[src/rtl/cpu_pkg.sv]
// Shared CPU definitions: width defaults, branch-condition codes, ALU opcodes
// and the condition-code register layout.
package cpu_pkg;

  localparam int DEF_DATA_W = 32;
  localparam int DEF_RD_W   = 5;
  localparam int DEF_OP_W   = 6;

  // Branch conditions, evaluated against the N/Z/V register
  localparam logic [2:0] BR_NE = 3'b000;
  localparam logic [2:0] BR_EQ = 3'b001;
  localparam logic [2:0] BR_GT = 3'b010;
  localparam logic [2:0] BR_LT = 3'b011;
  localparam logic [2:0] BR_GE = 3'b100;
  localparam logic [2:0] BR_LE = 3'b101;
  localparam logic [2:0] BR_OV = 3'b110;
  localparam logic [2:0] BR_AL = 3'b111;

  // ALU opcodes of interest downstream (trace / trap cause)
  localparam logic [5:0] OP_SUB = 6'h02;
  localparam logic [5:0] OP_MUL = 6'h16;

  // Architectural condition codes
  typedef struct packed {
    logic n;
    logic z;
    logic v;
  } flags_t;

endpackage

[src/rtl/br_cond_eval.sv]
// Combinational branch resolution: condition code vs. current flag register.
module br_cond_eval
  import cpu_pkg::*;
(
  input  flags_t     flags,
  input  logic [2:0] cond,
  output logic       taken
);

  // Decode condition against N/Z/V
  always_comb begin
    taken = 1'b0;
    case (cond)
      BR_NE:   taken = !flags.z;
      BR_EQ:   taken = flags.z;
      BR_GT:   taken = !flags.z && !flags.n;
      BR_LT:   taken = flags.n;
      BR_GE:   taken = !flags.n;
      BR_LE:   taken = flags.n || flags.z;
      BR_OV:   taken = flags.v;
      default: taken = 1'b1;
    endcase
  end

endmodule

[src/rtl/ex_mem_stage.sv]
// Execute-to-memory stage: one-entry valid/ready buffer, architectural N/Z/V
// register and conditional branch resolution.
// Optional feature: define OVERFLOW_TRAP_EN to trap (and suppress writeback of)
// flag-setting instructions that overflow.
module ex_mem_stage
  import cpu_pkg::*;
#(
  parameter int DATA_W = DEF_DATA_W,
  parameter int RD_W   = DEF_RD_W,
  parameter int OP_W   = DEF_OP_W
) (
  input  logic              clk,
  input  logic              rst_n,
  input  logic              ex_valid,
  output logic              ex_ready,
  input  logic [OP_W-1:0]   ex_op,
  input  logic [DATA_W-1:0] ex_alu_out,
  input  logic              ex_n,
  input  logic              ex_z,
  input  logic              ex_v,
  input  logic              ex_set_flags,
  input  logic              ex_wb_en,
  input  logic [RD_W-1:0]   ex_rd,
  input  logic              ex_is_branch,
  input  logic [2:0]        ex_br_cond,
  input  logic [DATA_W-1:0] ex_br_target,
  input  logic              flush,
  output logic              mem_valid,
  input  logic              mem_ready,
  output logic [DATA_W-1:0] mem_alu_out,
  output logic [RD_W-1:0]   mem_rd,
  output logic              mem_wb_en,
  output logic [OP_W-1:0]   mem_op,
  output logic              flag_n,
  output logic              flag_z,
  output logic              flag_v,
  output logic              br_taken,
  output logic [DATA_W-1:0] br_target,
  output logic              ovf_trap
);

  flags_t flags_q;
  logic   accept;
  logic   cond_true;
  logic   ovf_hit;

  assign ex_ready = !mem_valid || mem_ready;
  assign accept   = ex_valid && ex_ready && !flush;

  assign flag_n = flags_q.n;
  assign flag_z = flags_q.z;
  assign flag_v = flags_q.v;

  // Branch sees the flags as they stand before this instruction's own update
  br_cond_eval u_br_cond_eval (
    .flags (flags_q),
    .cond  (ex_br_cond),
    .taken (cond_true)
  );

`ifdef OVERFLOW_TRAP_EN
  assign ovf_hit = ex_set_flags && ex_v;
`else
  assign ovf_hit = 1'b0;
`endif

  // Buffer, flags and branch pulse; flush outranks accept and drain
  always_ff @(posedge clk) begin
    if (!rst_n) begin
      mem_valid   <= 1'b0;
      mem_alu_out <= '0;
      mem_rd      <= '0;
      mem_wb_en   <= 1'b0;
      mem_op      <= '0;
      flags_q     <= '0;
      br_taken    <= 1'b0;
      br_target   <= '0;
    end else begin
      br_taken <= 1'b0;
      if (flush) begin
        mem_valid <= 1'b0;
      end else if (accept) begin
        mem_valid   <= 1'b1;
        mem_alu_out <= ex_alu_out;
        mem_rd      <= ex_rd;
        mem_op      <= ex_op;
        // Branches never write rd; trapped overflows are not committed
        mem_wb_en   <= ex_wb_en && !ex_is_branch && !ovf_hit;
        if (ex_set_flags)
          flags_q <= '{n: ex_n, z: ex_z, v: ex_v};
        if (ex_is_branch && cond_true) begin
          br_taken  <= 1'b1;
          br_target <= ex_br_target;
        end
      end else if (mem_ready) begin
        mem_valid <= 1'b0;
      end
    end
  end

`ifdef OVERFLOW_TRAP_EN
  // One-cycle trap pulse for an accepted overflowing flag-setter
  always_ff @(posedge clk) begin
    if (!rst_n) ovf_trap <= 1'b0;
    else        ovf_trap <= accept && ovf_hit;
  end
`else
  assign ovf_trap = 1'b0;
`endif

endmodule

[config.mk]
export PLATFORM = sky130hd
export DESIGN_NAME = ex_mem_stage
export DESIGN_NICKNAME = d
export VERILOG_FILES = /design/src/rtl/cpu_pkg.sv /design/src/rtl/br_cond_eval.sv /design/src/rtl/ex_mem_stage.sv
export SDC_FILE = /design/constraint.sdc
export NUM_CORES = 1
export LEC_CHECK = 0
export CAP_MARGIN = 40
export CORE_MARGIN = 2
export CORE_UTILIZATION = 39
export DETAILED_ROUTE_END_ITERATION = 8
export HOLD_SLACK_MARGIN = 0.02
export PLACE_DENSITY = 0.83
export SLEW_MARGIN = 20
export SYNTH_ARGS = -nofsm -noshare
export SYNTH_HDL_FRONTEND = slang
export SYNTH_SLANG_ARGS = --single-unit
[constraint.sdc]
create_clock -name clk -period 1.7 [get_ports clk]
set_input_delay 0.34 -clock clk [delete_from_list [all_inputs] [get_ports clk]]
set_output_delay 0.34 -clock clk [all_outputs]
set_load 0.01 [all_outputs]
==> impl_metrics.toml <==
[route]
wl_per_cell_um = 13.7
dr_total_vias = 2963
maxUsedRoutingLayer = "met4"
ant_nets = 0
wl_um = 8710
met2WireLength_um = 4460
drc = 0
drtIter0Drc = 75
wl_met3_um = 630
wl_met1_um = 3500
vias_per_cell = 4.67
drt_pass1_iterations = 4

[global_route]
first_global_vias = 2840
grt_max_degree = 114
antenna_found_initial = 0
gr-usage-all-layers_pct = 19.2
grt_first_pass_wirelength_um = 13500
grt-ovfl-total = 0

[setup_path]
critPathArrivalTime_ps = 1310
worstSetupStartpointType = "register"
critPathKind = "register to primary output"
cpPeakStageDelay_ps = 580
crit_family = "buffers and inverters"
end_kind = "primary output"
crit_path_cell_trace = "clkdlybuf4s50_1"
worst-path-buf-inv = 1
cp_slowest_cell = "clkdlybuf4s50_1"
crit_fanout = 4
crit_required_ps = 1360

[layout]
nFillCells = 671
drive_gt1_share_pct = 6.38
final_cell_mix = "clkdlybuf4s50_1, nand2_1, dfxtp_1"
final_nets = 618
mostFrequentLayoutCell = "clkdlybuf4s50_1"
final_cell_count_no_fill = 635
fin_area_um2 = 5220
diodes = 0
area_growth_pct = 63.8

[place]
placedCellCount = 618
pre_cts_ws_ps = -337
gp_congestion = 0.811
hpwlAfterDp_um = 6180
place_area_um2 = 4960
io_buffers = 170

[clock_tree]
cts_buffers = 9
insertion_delay_ps = 330
path_clk_slew_ps = 80
cts_buffer_depth = 2
htreeDepth = 3
cts_tree = "built"
clock_sinks = 81
ctsHoldBuffers = 0
root_buffer = "clkbuf_8"

[job]
maxCapViolCount = 0

[yosys]
ys_seq_elements = 81
synth_cell_types = 24
synth-seq-area-share_pct = 50.9
netlist_area_um2 = 3190
avgSynthCellArea_um2 = 8.83
syn-num-nets = 450
ys_warn_count = 0
netlist_instances = 361

[power_and_ir_drop]
vdd_ir_drop_max_v = 0.000464
p_leak_nw = 1.93
power.density_nw_per_um2 = 771

[floorplan]
rows = 32
floorplan.die_area_um2 = 8910
die_h_um = 94.4
die_w_um = 94.4
fp.coreArea_um2 = 7810
start_util_pct = 40.8
pin_count = 172

[min_path]
hold_path_class = "input pin to register"

[sta]
worst_slack_ps = 50.0
final_hold_viol_count = 0
fmax_ghz = 0.606
setup_viol = 0
slew_viol_final = 0
period_needed_ps = 1650
min_period_over_period_pct = 97.1
skew_ps = 6.86

[outcome]
status = "completed"
-- power by group --
group	internal [mW]	switching (mW)	leakage [nW]
logic	0.396	0.246	1.17
clock network	0.748	0.633	0.102
registers	1.97	0.0360	0.660
-- timing repair --
action	4_1_cts	5_1_grt
gates resized for setup	3	9
pin swaps	1	2
buffers inserted	1	1
setup endpoints to repair	2	45
cloned	0	1
-- cells in the mapped netlist --
library cell / number / area share [%]
clkbuf_1: 14 / 1.6
buf_12: 3 / 1.9
a21boi_0: 47 / 11
and3b_2: 1 / 0.31
dfxtp_1: 81 / 51
nand2_1: 154 / 18
buf_6: 1 / 0.35
nand3_1: 3 / 0.47
xor2_1: 1 / 0.27
mux2i_1: 32 / 10
o21ai_0: 1 / 0.16
a211oi_1: 1 / 0.24
nor2_1: 1 / 0.12
nand4b_1: 1 / 0.27
nand3b_1: 2 / 0.47
buf_2: 4 / 0.63
buf_4: 4 / 0.94
nor2b_1: 1 / 0.20
inv_1: 2 / 0.24
conb_1: 1 / 0.12
a221oi_1: 1 / 0.27
nor3b_1: 3 / 0.71
o2111a_1: 1 / 0.35
and2_1: 1 / 0.20
-- layer usage --
layer,track usage [%],up-vias
li1,-,1500
met4,7.49,0
met3,5.35,9
met5,0,-
met1,21.3,1362
met2,34.8,92
-- cell families after synthesis --
family          synth area share, %
simple gates                   20.9
mux                            10.1
xor+xnor                      0.275
other cells                   0.118
buf+inv                        5.69
flops                          50.9
compound gates                 12.1
-- final timing paths --
check	slack [ps]	depth (start not counted)	startpoint	endpoint
hold reg to reg	460	2	br_target[31]	br_target[31]
setup reg to reg	70	5	flag_v	br_target[26]
setup / recovery	50	1	flag_z	flag_z
hold / removal	350	4	mem_ready	mem_valid
-- area by class of cell --
type / count / area [um^2] / share of cell area (%)
multi-input cells: 252 / 1400 / 26.9
flip-flops and latches: 81 / 1620 / 31.1
repair buffers: 183 / 1870 / 35.7
well taps: 102 / 128 / 2.44
clock buffers: 12 / 155 / 2.97
clock inverters: 3 / 40.0 / 0.767
inverters: 2 / 7.51 / 0.144
-- through the flow --
stage | hold slack, ps | power, mW | utilization [%] | setup TNS (ps)
floorplan | 416 | 2.28 | - | 0
detailed placement | 445 | 2.68 | 63.6 | -20710
finish | 348 | 4.03 | 66.9 | 0
CTS | 463 | 4.07 | 66.3 | -3.20
global placement | 441 | 2.67 | 63.6 | -14920
global route | 359 | 4.21 | 66.9 | -80.3
-- sequential cells by signal (all words and copies together) (netlist names), 5 cells and up --
register and count:
br_target 32, mem_rd 5, mem_op 6, mem_alu_out 32
Power figures use the tool's default switching activity.
